File: src/rtl/div_pkg.sv
// rtl/div_pkg.sv - shared types, constants and helpers for the multicycle divider
package div_pkg;

    localparam int DIV_WIDTH_DEFAULT = 32;
    localparam int DIV_MAX_WIDTH     = 64;

    typedef enum logic [1:0] {
        S_IDLE = 2'd0,
        S_RUN  = 2'd1,
        S_FIX  = 2'd2,
        S_DONE = 2'd3
    } div_state_t;

    // Divide-by-zero quotient: all ones in the low `width` bits; callers slice to their width.
    function automatic logic [DIV_MAX_WIDTH-1:0] div_zero_quotient(input int width);
        logic [DIV_MAX_WIDTH-1:0] r_ones;
        for (int i = 0; i < DIV_MAX_WIDTH; i++) begin
            r_ones[i] = (i < width);
        end
        return r_ones;
    endfunction

endpackage

File: src/rtl/div_seq_if.sv
// rtl/div_seq_if.sv - request/result bundle between the core and the divide sequencer
interface div_seq_if
    import div_pkg::*;
#(
    parameter int WIDTH = DIV_WIDTH_DEFAULT
) ();

    logic             start;
    logic             is_signed;
    logic [WIDTH-1:0] dividend;
    logic [WIDTH-1:0] divisor;
    logic             busy;
    logic             done;
    logic [WIDTH-1:0] quotient;
    logic [WIDTH-1:0] remainder;
    logic             div_by_zero;

    modport master (
        output start, is_signed, dividend, divisor,
        input  busy, done, quotient, remainder, div_by_zero
    );

    modport slave (
        input  start, is_signed, dividend, divisor,
        output busy, done, quotient, remainder, div_by_zero
    );

endinterface

File: src/rtl/div_step.sv
// rtl/div_step.sv - one combinational restoring shift-subtract iteration
module div_step
    import div_pkg::*;
#(
    parameter int WIDTH = DIV_WIDTH_DEFAULT
) (
    input  logic [WIDTH:0]   i_rem,
    input  logic             i_quo_msb,
    input  logic [WIDTH-1:0] i_divisor,
    output logic [WIDTH:0]   o_rem,
    output logic             o_quo_bit
);

    logic [WIDTH+1:0] w_shifted;
    logic [WIDTH:0]   w_diff;

    assign w_shifted = {i_rem, i_quo_msb};
    assign o_quo_bit = (w_shifted >= {2'b00, i_divisor});
    // When the subtract succeeds the true difference is below the divisor, so WIDTH+1 bits suffice.
    assign w_diff    = w_shifted[WIDTH:0] - {1'b0, i_divisor};
    assign o_rem     = o_quo_bit ? w_diff : w_shifted[WIDTH:0];

endmodule

File: src/rtl/div_seq.sv
// rtl/div_seq.sv - multicycle restoring divider with sign fix-up and divide-by-zero handling
module div_seq
    import div_pkg::*;
#(
    parameter int WIDTH = DIV_WIDTH_DEFAULT
) (
    input  logic      clk,
    input  logic      reset,
    div_seq_if.slave  bus
);

    localparam int CW = (WIDTH > 1) ? $clog2(WIDTH) : 1;

    div_state_t       r_state;
    div_state_t       w_next_state;
    logic             w_busy;
    logic             w_done;

    logic [WIDTH:0]   r_rem;
    logic [WIDTH-1:0] r_quo;
    logic [WIDTH-1:0] r_div_mag;
    logic [CW-1:0]    r_cnt;
    logic             r_neg_q;
    logic             r_neg_r;
    logic [WIDTH-1:0] r_quotient;
    logic [WIDTH-1:0] r_remainder;
    logic             r_dbz;

    logic             w_div_zero;
    logic             w_dvd_neg;
    logic             w_dvs_neg;
    logic [WIDTH-1:0] w_dvd_mag;
    logic [WIDTH-1:0] w_dvs_mag;
    logic [WIDTH:0]   w_step_rem;
    logic             w_step_bit;
    logic [WIDTH-1:0] w_fix_quo;
    logic [WIDTH-1:0] w_fix_rem;
    logic [DIV_MAX_WIDTH-1:0] w_zero_q_full;
    logic [WIDTH-1:0] w_zero_q;

    assign w_div_zero    = (bus.divisor == '0);
    assign w_dvd_neg     = bus.is_signed & bus.dividend[WIDTH-1];
    assign w_dvs_neg     = bus.is_signed & bus.divisor[WIDTH-1];
    // Negating MIN yields MIN, which read as unsigned is exactly its magnitude.
    assign w_dvd_mag     = w_dvd_neg ? (~bus.dividend + 1'b1) : bus.dividend;
    assign w_dvs_mag     = w_dvs_neg ? (~bus.divisor + 1'b1) : bus.divisor;
    assign w_zero_q_full = div_zero_quotient(WIDTH);
    assign w_zero_q      = w_zero_q_full[WIDTH-1:0];

    assign w_fix_quo = r_neg_q ? (~r_quo + 1'b1) : r_quo;
    assign w_fix_rem = r_neg_r ? (~r_rem[WIDTH-1:0] + 1'b1) : r_rem[WIDTH-1:0];

    div_step #(.WIDTH(WIDTH)) u_step (
        .i_rem     (r_rem),
        .i_quo_msb (r_quo[WIDTH-1]),
        .i_divisor (r_div_mag),
        .o_rem     (w_step_rem),
        .o_quo_bit (w_step_bit)
    );

    always_ff @(posedge clk or negedge reset) begin
        if (!reset) begin
            r_state <= S_IDLE;
        end else begin
            r_state <= w_next_state;
        end
    end

    always_comb begin
        w_next_state = r_state;
        w_busy       = 1'b1;
        w_done       = 1'b0;
        case (r_state)
            S_IDLE: begin
                w_busy = 1'b0;
                if (bus.start) begin
                    w_next_state = w_div_zero ? S_DONE : S_RUN;
                end
            end
            S_RUN: begin
                if (r_cnt == '0) begin
                    w_next_state = S_FIX;
                end
            end
            S_FIX: begin
                w_next_state = S_DONE;
            end
            S_DONE: begin
                w_done       = 1'b1;
                w_next_state = S_IDLE;
            end
            default: begin
                w_next_state = S_IDLE;
            end
        endcase
    end

    // Result registers are only written on the edges that enter DONE.
    always_ff @(posedge clk or negedge reset) begin
        if (!reset) begin
            r_rem       <= '0;
            r_quo       <= '0;
            r_div_mag   <= '0;
            r_cnt       <= '0;
            r_neg_q     <= 1'b0;
            r_neg_r     <= 1'b0;
            r_quotient  <= '0;
            r_remainder <= '0;
            r_dbz       <= 1'b0;
        end else begin
            case (r_state)
                S_IDLE: begin
                    if (bus.start) begin
                        r_neg_q   <= w_dvd_neg ^ w_dvs_neg;
                        r_neg_r   <= w_dvd_neg;
                        r_div_mag <= w_dvs_mag;
                        r_quo     <= w_dvd_mag;
                        r_rem     <= '0;
                        r_cnt     <= CW'(WIDTH - 1);
                        if (w_div_zero) begin
                            r_quotient  <= w_zero_q;
                            r_remainder <= bus.dividend;
                            r_dbz       <= 1'b1;
                        end
                    end
                end
                S_RUN: begin
                    r_rem <= w_step_rem;
                    r_quo <= {r_quo[WIDTH-2:0], w_step_bit};
                    r_cnt <= r_cnt - CW'(1);
                end
                S_FIX: begin
                    r_quotient  <= w_fix_quo;
                    r_remainder <= w_fix_rem;
                    r_dbz       <= 1'b0;
                end
                default: begin
                end
            endcase
        end
    end

    assign bus.busy        = w_busy;
    assign bus.done        = w_done;
    assign bus.quotient    = r_quotient;
    assign bus.remainder   = r_remainder;
    assign bus.div_by_zero = r_dbz;

endmodule

File: src/flat_wrapper.sv
// flat-port wrapper written by rule: the top's interface ports become plain ports
module div_seq_flat import div_pkg::*;
#(
    parameter int WIDTH = DIV_WIDTH_DEFAULT
)
  (clk, reset, bus_start, bus_is_signed, bus_dividend, bus_divisor, bus_busy, bus_done, bus_quotient, bus_remainder, bus_div_by_zero);
  div_seq_if #(.WIDTH(WIDTH)) bus_i ();
  input  logic clk;
  input  logic reset;
  input wire logic [$bits(bus_i.start)-1:0] bus_start;
  input wire logic [$bits(bus_i.is_signed)-1:0] bus_is_signed;
  input wire logic [$bits(bus_i.dividend)-1:0] bus_dividend;
  input wire logic [$bits(bus_i.divisor)-1:0] bus_divisor;
  output wire logic [$bits(bus_i.busy)-1:0] bus_busy;
  output wire logic [$bits(bus_i.done)-1:0] bus_done;
  output wire logic [$bits(bus_i.quotient)-1:0] bus_quotient;
  output wire logic [$bits(bus_i.remainder)-1:0] bus_remainder;
  output wire logic [$bits(bus_i.div_by_zero)-1:0] bus_div_by_zero;
  assign bus_i.start = bus_start;
  assign bus_i.is_signed = bus_is_signed;
  assign bus_i.dividend = bus_dividend;
  assign bus_i.divisor = bus_divisor;
  assign bus_busy = bus_i.busy;
  assign bus_done = bus_i.done;
  assign bus_quotient = bus_i.quotient;
  assign bus_remainder = bus_i.remainder;
  assign bus_div_by_zero = bus_i.div_by_zero;
  div_seq #(.WIDTH(WIDTH)) u_core (.clk(clk), .reset(reset), .bus(bus_i));
endmodule
File: config.mk
export PLATFORM = sky130hd
export DESIGN_NAME = div_seq_flat
export DESIGN_NICKNAME = d
export VERILOG_FILES = /design/src/rtl/div_pkg.sv /design/src/rtl/div_seq_if.sv /design/src/rtl/div_step.sv /design/src/rtl/div_seq.sv /design/src/flat_wrapper.sv
export SDC_FILE = /design/constraint.sdc
export NUM_CORES = 1
export LEC_CHECK = 0
export CAP_MARGIN = 20
export CORE_UTILIZATION = 46
export CTS_CLUSTER_DIAMETER = 40
export DETAILED_ROUTE_END_ITERATION = 8
export MAX_ROUTING_LAYER = met4
export PLACE_DENSITY = 0.76
export SYNTH_ARGS = -nofsm -noshare
export SYNTH_HDL_FRONTEND = slang
export SYNTH_SLANG_ARGS = --single-unit
File: constraint.sdc
create_clock -name clk -period 3.2 [get_ports clk]
set_clock_uncertainty 0.1 [all_clocks]
set_input_delay 0.64 -clock clk [delete_from_list [all_inputs] [get_ports clk]]
set_output_delay 0.64 -clock clk [all_outputs]
set_load 0.1 [all_outputs]
Yosys cells after proc, flatten, opt, wreduce, memory -nomap -nowiden
Cells that the tools add are included.
{"block": "classes", "n_mux": 26, "order_cmp": 1, "n_eq_ne": 6, "n_reduce_logical": 9, "add_sub_neg": 6, "n_bitwise": 7}
{"op": "$mux W32", "count": 9}
{"op": "$pmux W32 S2", "count": 3}
{"op": "$add A32 B1 Y32 const B", "count": 4}
{"op": "$not A32 Y32", "count": 4}
{"op": "$mux W33", "count": 2}
{"op": "$pmux W33 S2", "count": 1}
{"op": "$ge A34 B32 Y1", "count": 1}
{"op": "$sub A33 B32 Y33", "count": 1}
{"op": "$logic_not A32 Y1", "count": 1}
{"op": "$pmux W5 S2", "count": 1}
{"op": "$pmux W2 S4", "count": 1}
{"op": "$mux W2", "count": 3}
{"op": "$reduce_and A2 Y1", "count": 3}
{"op": "$logic_not A5 Y1", "count": 1}
{"op": "$mux W5", "count": 1}
{"op": "$sub A5 B1 Y5 const B", "count": 1}
{"op": "$eq A2 B2 Y1 const B", "count": 2}
{"op": "$mux W1", "count": 4}
{"op": "$ne A2 B1 Y1 const B", "count": 2}
{"op": "$reduce_bool A2 Y1", "count": 2}
{"op": "$reduce_and A3 Y1", "count": 1}
{"op": "$and A1 B1 Y1", "count": 2}
{"op": "$eq A2 B1 Y1 const B", "count": 1}
{"op": "$logic_not A2 Y1", "count": 1}
{"op": "3 further kinds", "count": 3}
{"block": "totals", "word_cells": 65, "regBits": 171, "output_inout_bits": 67}

Longest topological paths before layout
Gate-level depths: netlist (run 1).
{"block": "logic_depth", "word_depth": 5, "depth_mapped": 14, "depth_no_buf": 12}

Cells and area by module
From an unflattened synthesis (run 1), not the netlist that was laid out.
{"block": "unflattened", "cells_unflattened": 1458, "area_unflattened_um2": 12081.6}
{"mod": "div_seq", "n_inst": 1, "area_each_um2": 9890.7, "cells_per_inst": 1112}
{"mod": "div_step", "n_inst": 1, "area_each_um2": 2190.9, "cells_per_inst": 346}

Worst setup path before layout (run 1)
Ideal clock, no wire load.
{"block": "synth_path", "path_type": "input-to-reg", "startpoint": "input bus_divisor[25]", "endpoint": "register u_core.r_remainder[31] (netlist: u_core.bus.remainder[31])", "required_time_ns": 2.974, "path_slack_ns": -0.039, "arrival_time_ns": 3.013, "path_stages": 7, "path_cell_list": "or4_4 or3_4 or4_4 nor4_1 mux2_2 o22ai_1 a21oi_1"}
{"block": "synth_via", "elab_chain_cells": 3}
{"element": "start: declaration", "line": "flat_wrapper.sv:13", "rtl": "input wire logic [$bits(bus_i.divisor)-1:0] bus_divisor;"}
{"element": "$logic_not A32 Y1", "line": "div_seq.sv:41", "rtl": "assign w_div_zero = (bus.divisor == '0);"}
{"element": "$ne A2 B1 Y1 (no line)"}
{"element": "$reduce_and A3 Y1 (no line)"}
{"element": "end signal: assignment", "line": "div_seq.sv:122", "rtl": "r_remainder <= bus.dividend;"}
{"element": "end signal: assignment", "line": "div_seq.sv:134", "rtl": "r_remainder <= w_fix_rem;"}
{"element": "end: declaration", "line": "div_seq.sv:26", "rtl": "logic [WIDTH-1:0] r_remainder;"}
Every way passes these cells.
A chain may end at the register's enable or synchronous reset.

Final worst setup path (run 1)
{"block": "layout_path", "startpoint": "input bus_divisor[9]", "endpoint": "register u_core.r_quotient[16] (netlist: u_core.bus.quotient[16])"}
{"block": "layout_via", "elab_chain_cells": 3}
{"element": "$logic_not A32 Y1", "line": "div_seq.sv:41"}
{"element": "$ne A2 B1 Y1 (no line)"}
{"element": "$reduce_and A3 Y1 (no line)"}
{"element": "end signal: assignment", "line": "div_seq.sv:121", "rtl": "r_quotient <= w_zero_q;"}
{"element": "end signal: assignment", "line": "div_seq.sv:133", "rtl": "r_quotient <= w_fix_quo;"}
{"element": "end: declaration", "line": "div_seq.sv:25", "rtl": "logic [WIDTH-1:0] r_quotient;"}
Every way passes these cells.

==> results.toml, run 1 <==
[drt]
wl_mm = 33.7
drc = 0
num_vias = 11200
wl_per_cell_um = 17.2
drtIter0Drc = 891
first_pass_iters = 5
vias_per_cell = 5.74
drtAntennaViolNets = 0

[logic_synthesis]
ys_async_sr_fraction_pct = 100
yosysWarnings = 0
synthTopCellsByArea = "dfrtp_1 (37%), o21ai_0 (7.4%), xor2_1 (7.3%)"
synth_edf_count = 0
synth_top_area_share_pct = 36.8
netlist_area_mm2 = 0.0116
syn_nets = 1506
synth_top_area_cell = "dfrtp_1"
synth_most_common_cell = "o21ai_0"
synth_seq_cells = 171
synthCells = 1395
synthFlopType = "dfrtp_1"
synth_cell_types = 68
yosysSeqAreaShare_pct = 36.8
syn_area_per_cell_um2 = 8.34
synth_commonest_cells = "o21ai_0 (172), dfrtp_1 (171), nand2_1 (165), nor2_1 (108), xor2_1 (97)"

[worst_setup_path]
critical_path.startpoint_type = "input port"
cp-end-kind = "register"
required_ns = 3.45
path_max_fanout = 8
cpMostUsedCell = "buf_12"
critPathLaunch = "bus_divisor[9]"
cpPeakStageDelay_ns = 0.60
rr_startpoint = "u_core.r_rem[7]"
critPathSlowestCell = "or4_4"
r2r_cells = 9
path_class = "input port to register"
critPathArrivalTime_ns = 3.42
path_cells = "clkdlybuf4s50_1, or4_4, nor4_4, buf_4, nand3_4, or4_4, o21ai_4, buf_12, buf_12, buf_12, nor2_1, a31oi_1"
path_depth = 12
crit_family = "simple AND/OR/NAND/NOR gates"
cp_num_buf_inv = 5

[clock_tree]
holdBufCountCts = 0
numCtsBuffers = 17
clock_path_buffers = 2
cts.clk_slew.worst_paths_ns = 0.07
clock_latency_ns = 0.44
cts_tree = "yes"
numClockSinks = 171
clockRootBuffer = "clkbuf_16"
htree_levels = 4

[pwr]
sequentialPowerShare_pct = 21.3
switching_share_pct = 51.8
peakVddDrop_mv = 0.821
power_mw = 19.0
p_comb_share_pct = 67.5
p_int_mw = 9.16
p_per_area_mw_per_mm2 = 1260
p_switching_mw = 9.86
clkPwrFrac_pct = 11.2
leakage_nw = 6.55

[finish]
fin_area_mm2 = 0.0151
layout-drive-gt1-share_pct = 18.8
n_fill_cell = 2115
fin_nets = 1733
diodes = 0
area_growth_pct = 30.1
multi_input_area_mm2 = 0.00698
ff_latch_area_mm2 = 0.00428

[timing]
finalCritPeriodShare_pct = 99.1
slew_violations = 0
worstMarginPinSlew_ns = 0.853
hold_viol = 0
period_needed_ns = 3.17
fmax_mhz = 315
setup_viol = 0
relSlewSlack_pct = 42.4
fin_setup_tns_ns = 0

[outcome]
outcome = "finished clean"

[place]
gp_congestion = 0.912
port_buffers = 134
hpwl_mm = 24.6
placed_area_mm2 = 0.0141

[flow_run]
cap_violations = 0

[die]
start_util_pct = 47.4
num_rows = 57
num_io_pins = 135
die_area_mm2 = 0.0259
die_w_um = 161
coreArea_mm2 = 0.0245
dieHeight_um = 161

[global_routing]
grt_max_degree = 74
grt_pass1_vias = 10800
grt_usage_pct = 27.0
grt-ovfl-total = 0
grt_antenna_before_repair = 0
grt_first_pass_wirelength_mm = 54.8

[min_path]
hp-class = "input port to asynchronous set/reset pin"
[power groups by stage]
stage          combinational, mW  sequential, mW  clock [mW]
6_report                    12.8            4.05        2.14
5_1_grt                     13.9            4.16        2.26
4_1_cts                     12.6            4.01        2.15
3_5_place_dp                11.9            4.03           0
3_3_place_gp                11.7            4.00           0
2_1_floorplan               6.50            5.95           0
[stage by stage]
stage          setup slack, ns  instances  hold slack [ns]  utilization [%]
5_1_grt                -0.0398       1959            0.177             61.6
2_1_floorplan          0.00861       1395            0.244                -
4_1_cts                -0.0442       1957            0.151             61.0
6_report                0.0276       1959            0.119             61.6
3_5_place_dp            -0.651       1911            0.372             57.3
3_3_place_gp            -0.557       1911            0.362             57.3
[cell families (layout without fill, tap and decap cells)]
family | after synthesis | in the layout | share of synthesized area [%]
fa+ha+maj | 43 | 43 | 4.69
mux | 24 | 24 | 2.14
simple gates | 398 | 398 | 15.6
xor+xnor | 151 | 151 | 11.4
buf+inv | 142 | 381 | 4.82
flops | 171 | 171 | 36.8
compound gates | 466 | 467 | 24.6
[registers in the layout, summed over array words and instances (netlist names)]
name,cells
u_core.bus.quotient,32
u_core.bus.remainder,32
u_core.r_cnt,5
u_core.r_state,2
u_core.bus.div_by_zero,1
u_core.r_rem,33
u_core.r_quo,32
u_core.r_neg_r,1
u_core.r_neg_q,1
u_core.r_div_mag,32
[worst paths after layout]
path	to	slack, ns
max	u_core.bus.quotient[16]	0.03
max in group asynchronous	u_core.r_rem[17]	2.09
min	u_core.bus.quotient[8]	0.12
min in group clk	u_core.r_div_mag[23]	0.38
max reg2reg	u_core.bus.remainder[31]	0.11
min reg2reg	u_core.r_div_mag[23]	0.38
[area by class of cell]
| cell class | instances | share of cell area, % |
|---|---|---|
| Tap cell | 324 | 2.68 |
| Sequential cell | 171 | 28.3 |
| Clock buffer | 19 | 2.93 |
| Inverter | 58 | 1.44 |
| Timing Repair Buffer | 291 | 17.5 |
| Clock inverter | 13 | 1.03 |
| Multi-Input combinational cell | 1083 | 46.2 |
[placed cells by master (no fill, tap or decap), types with 6 or more instances in the layout]
master	n
o31ai_1	29
o22ai_1	17
nor3_1	21
dlymetal6s2s_1	7
or3_1	12
o211ai_1	6
o21bai_1	6
clkdlybuf4s50_1	55
a21o_1	17
o41ai_1	16
nand4_1	13
clkbuf_16	17
buf_16	6
mux2_2	7
ha_1	41
nor4_1	10
mux2i_1	17
xnor2_1	54
nand2b_1	9
a31oi_1	34
nor2_1	107
nand2_1	163
a21oi_1	90
o21ai_0	169
dfrtp_1	171
xor2_1	97
or4_4	6
nand3_1	10
inv_1	56
buf_12	12
a22oi_1	24
or4_1	11
nor2b_1	7
buf_4	204
a32oi_1	14
[per-layer routing]
layer / vias to the layer above / part of all wire (%) / GRT usage, %
met5: - / 0 / -
met4: 0 / 2.3 / 8.62
met3: 50 / 4.6 / 2.75
met2: 331 / 49 / 44.9
met1: 5388 / 44 / 34.6
li1: 5477 / - / -
[what timing repair did]
action                                  CTS  global route
gates cloned                              7             0
setup buffers                             8             2
resized for setup                        32            30
endpoints found under the setup margin   74            86
pin swaps                                 6            12
No activity file was read; power rests on OpenSTA's default activity.
==> run 2: changes to the inputs <==
--- a/config.mk
+++ b/config.mk
@@ -10,7 +10,7 @@
 export CTS_CLUSTER_DIAMETER = 40
 export DETAILED_ROUTE_END_ITERATION = 8
 export MAX_ROUTING_LAYER = met4
-export PLACE_DENSITY = 0.76
+export PLACE_DENSITY_LB_ADDON = 0.08
 export SYNTH_ARGS = -nofsm -noshare
 export SYNTH_HDL_FRONTEND = slang
 export SYNTH_SLANG_ARGS = --single-unit
==> run 2 against run 1 <==
  * Sequential share of layout area barely moved
  * Combinational power about the same
  * Non-clock buffer count grew 14
  * Sequential power down 2%
  * First-iteration DRC count fell by 15%
  * Core utilization about the same
  * Highest routed layer unchanged
  * Worst hold slack got worse by 0.10 ns
==> results.toml, run 2 (synthesized netlist as in run 1, its figures left out) <==
[clock_tree]
clock_path_buffers = 2
clockRootBuffer = "clkbuf_16"
clock_latency_ns = 0.44
numClockSinks = 171
numCtsBuffers = 17
htree_levels = 4
cts.clk_slew.worst_paths_ns = 0.08
cts_tree = "yes"

[timing]
worstMarginPinSlew_ns = 0.837
hold_viol = 0
setup_viol = 0
fin_ws_ns = 0.0749
rsz0062_at_grt = "true"
slew_violations = 0
fin_setup_tns_ns = 0
relSlewSlack_pct = 43.5
fmax_mhz = 320
finalCritPeriodShare_pct = 97.7
holdWs_ns = 0.0188
period_needed_ns = 3.13

[worst_setup_path]
critPathArrivalTime_ns = 3.29
required_ns = 3.37
reg2reg_slack_ns = 0.09
r2r_cells = 13
critical_path.startpoint_type = "input port"
path_max_fanout = 15
path_class = "input port to register"
cp-end-kind = "register"

[finish]
fin_area_mm2 = 0.0151
n_fill_cell = 2253
layout_commonest_cell = "buf_4"
largest_register_ffs = 33
area_growth_pct = 30.0
ff_latch_area_mm2 = 0.00428
layout_common_cells = "buf_4 (221), dfrtp_1 (171), o21ai_0 (169)"
regMostFlops = "u_core.r_rem"
stdcell_count = 1972
fin_util_pct = 61.6
diodes = 0
fin_nets = 1746
layout-drive-gt1-share_pct = 19.7
multi_input_area_mm2 = 0.00697

[drt]
num_vias = 10900
wl_per_cell_um = 17.0
drtAntennaViolNets = 0
wl_mm = 33.5
wl_met1_mm = 15.0
drc = 0
drtIter0Drc = 760
routed.top_layer = "met4"
wl_met2_mm = 16.5
vias_per_cell = 5.53
wl_met3_mm = 1.21
first_pass_iters = 5

[global_routing]
grt_first_pass_wirelength_mm = 53.7
grt-ovfl-total = 0
grt_antenna_before_repair = 0
grt_max_degree = 72
grt_usage_pct = 26.8
grt_pass1_vias = 10600

[place]
port_buffers = 134
dp_slack_ns = -0.577
gp_congestion = 0.911
hpwl_mm = 25.3
placed_area_mm2 = 0.0142
dp_cells = 1927

[min_path]
hp-class = "input port to asynchronous set/reset pin"

[die]
die_area_mm2 = 0.0259
coreArea_mm2 = 0.0245
dieHeight_um = 161
num_rows = 57
die_w_um = 161
start_util_pct = 47.4
num_io_pins = 135

[outcome]
outcome = "finished clean"

[flow_run]
cap_violations = 0

[pwr]
power_mw = 18.8
leakage_nw = 6.54
peakVddDrop_mv = 0.582
p_per_area_mw_per_mm2 = 1240
run 2: changes by cell type in the layout (fill, tap and decap cells not counted), sizes merged, moves of 2 or more:
cell           delta
bufinv            -2
buf              +10
dlymetal6s2s      -5
clkinv            +3
clkdlybuf4s50     +5
run 2: area by class of cell:
type                            count  area share, %
Multi-Input combinational cell   1082           46.1
Sequential cell                   171           28.3
Timing Repair Buffer              305           17.6
Clock buffer                       17           2.81
Tap cell                          324           2.68
Inverter                           58           1.44
Clock inverter                     15           1.03
run 2: per-layer routing:
layer	GRT usage [%]	vias to the layer above
li1	-	5514
met1	33.2	5110
met2	45.2	244
met3	3.39	46
met4	9.05	0
met5	-	-
run 2: final timing paths:
check | from | end
min in group clk | u_core.r_div_mag[10] | u_core.r_div_mag[10]
worst max register to register | u_core.r_quo[31] | u_core.r_rem[22]
worst min register to register | u_core.r_div_mag[10] | u_core.r_div_mag[10]
max in group asynchronous | reset | u_core.bus.remainder[28]
worst min-delay path | reset | u_core.bus.quotient[7]
worst max-delay path | bus_divisor[7] | u_core.bus.quotient[16]
run 2: where the power goes:
group | internal (mW) | switching (mW) | total, mW
clock | 1.04 | 1.01 | 2.05
sequential | 3.09 | 0.892 | 3.98
combinational | 4.89 | 7.90 | 12.8
run 2: critical path, cell delays in order:
cell	delay (ns)
clkdlybuf4s50_1	0.42
or4_4	0.52
nor4_4	0.25
buf_4	0.17
nand3_4	0.11
or4_4	0.58
o21ai_4	0.14
buf_12	0.18
clkbuf_16	0.17
a31oi_1	0.10
run 2: what timing repair did:
| action | 4_1_cts | 5_1_grt |
|---|---|---|
| setup endpoints to repair | 73 | 84 |
| gates cloned | 2 | 3 |
| hold buffers | 0 | 0 |
| buffers inserted | 2 | 6 |
| pin swaps | 7 | 16 |
| gates resized for setup | 23 | 29 |
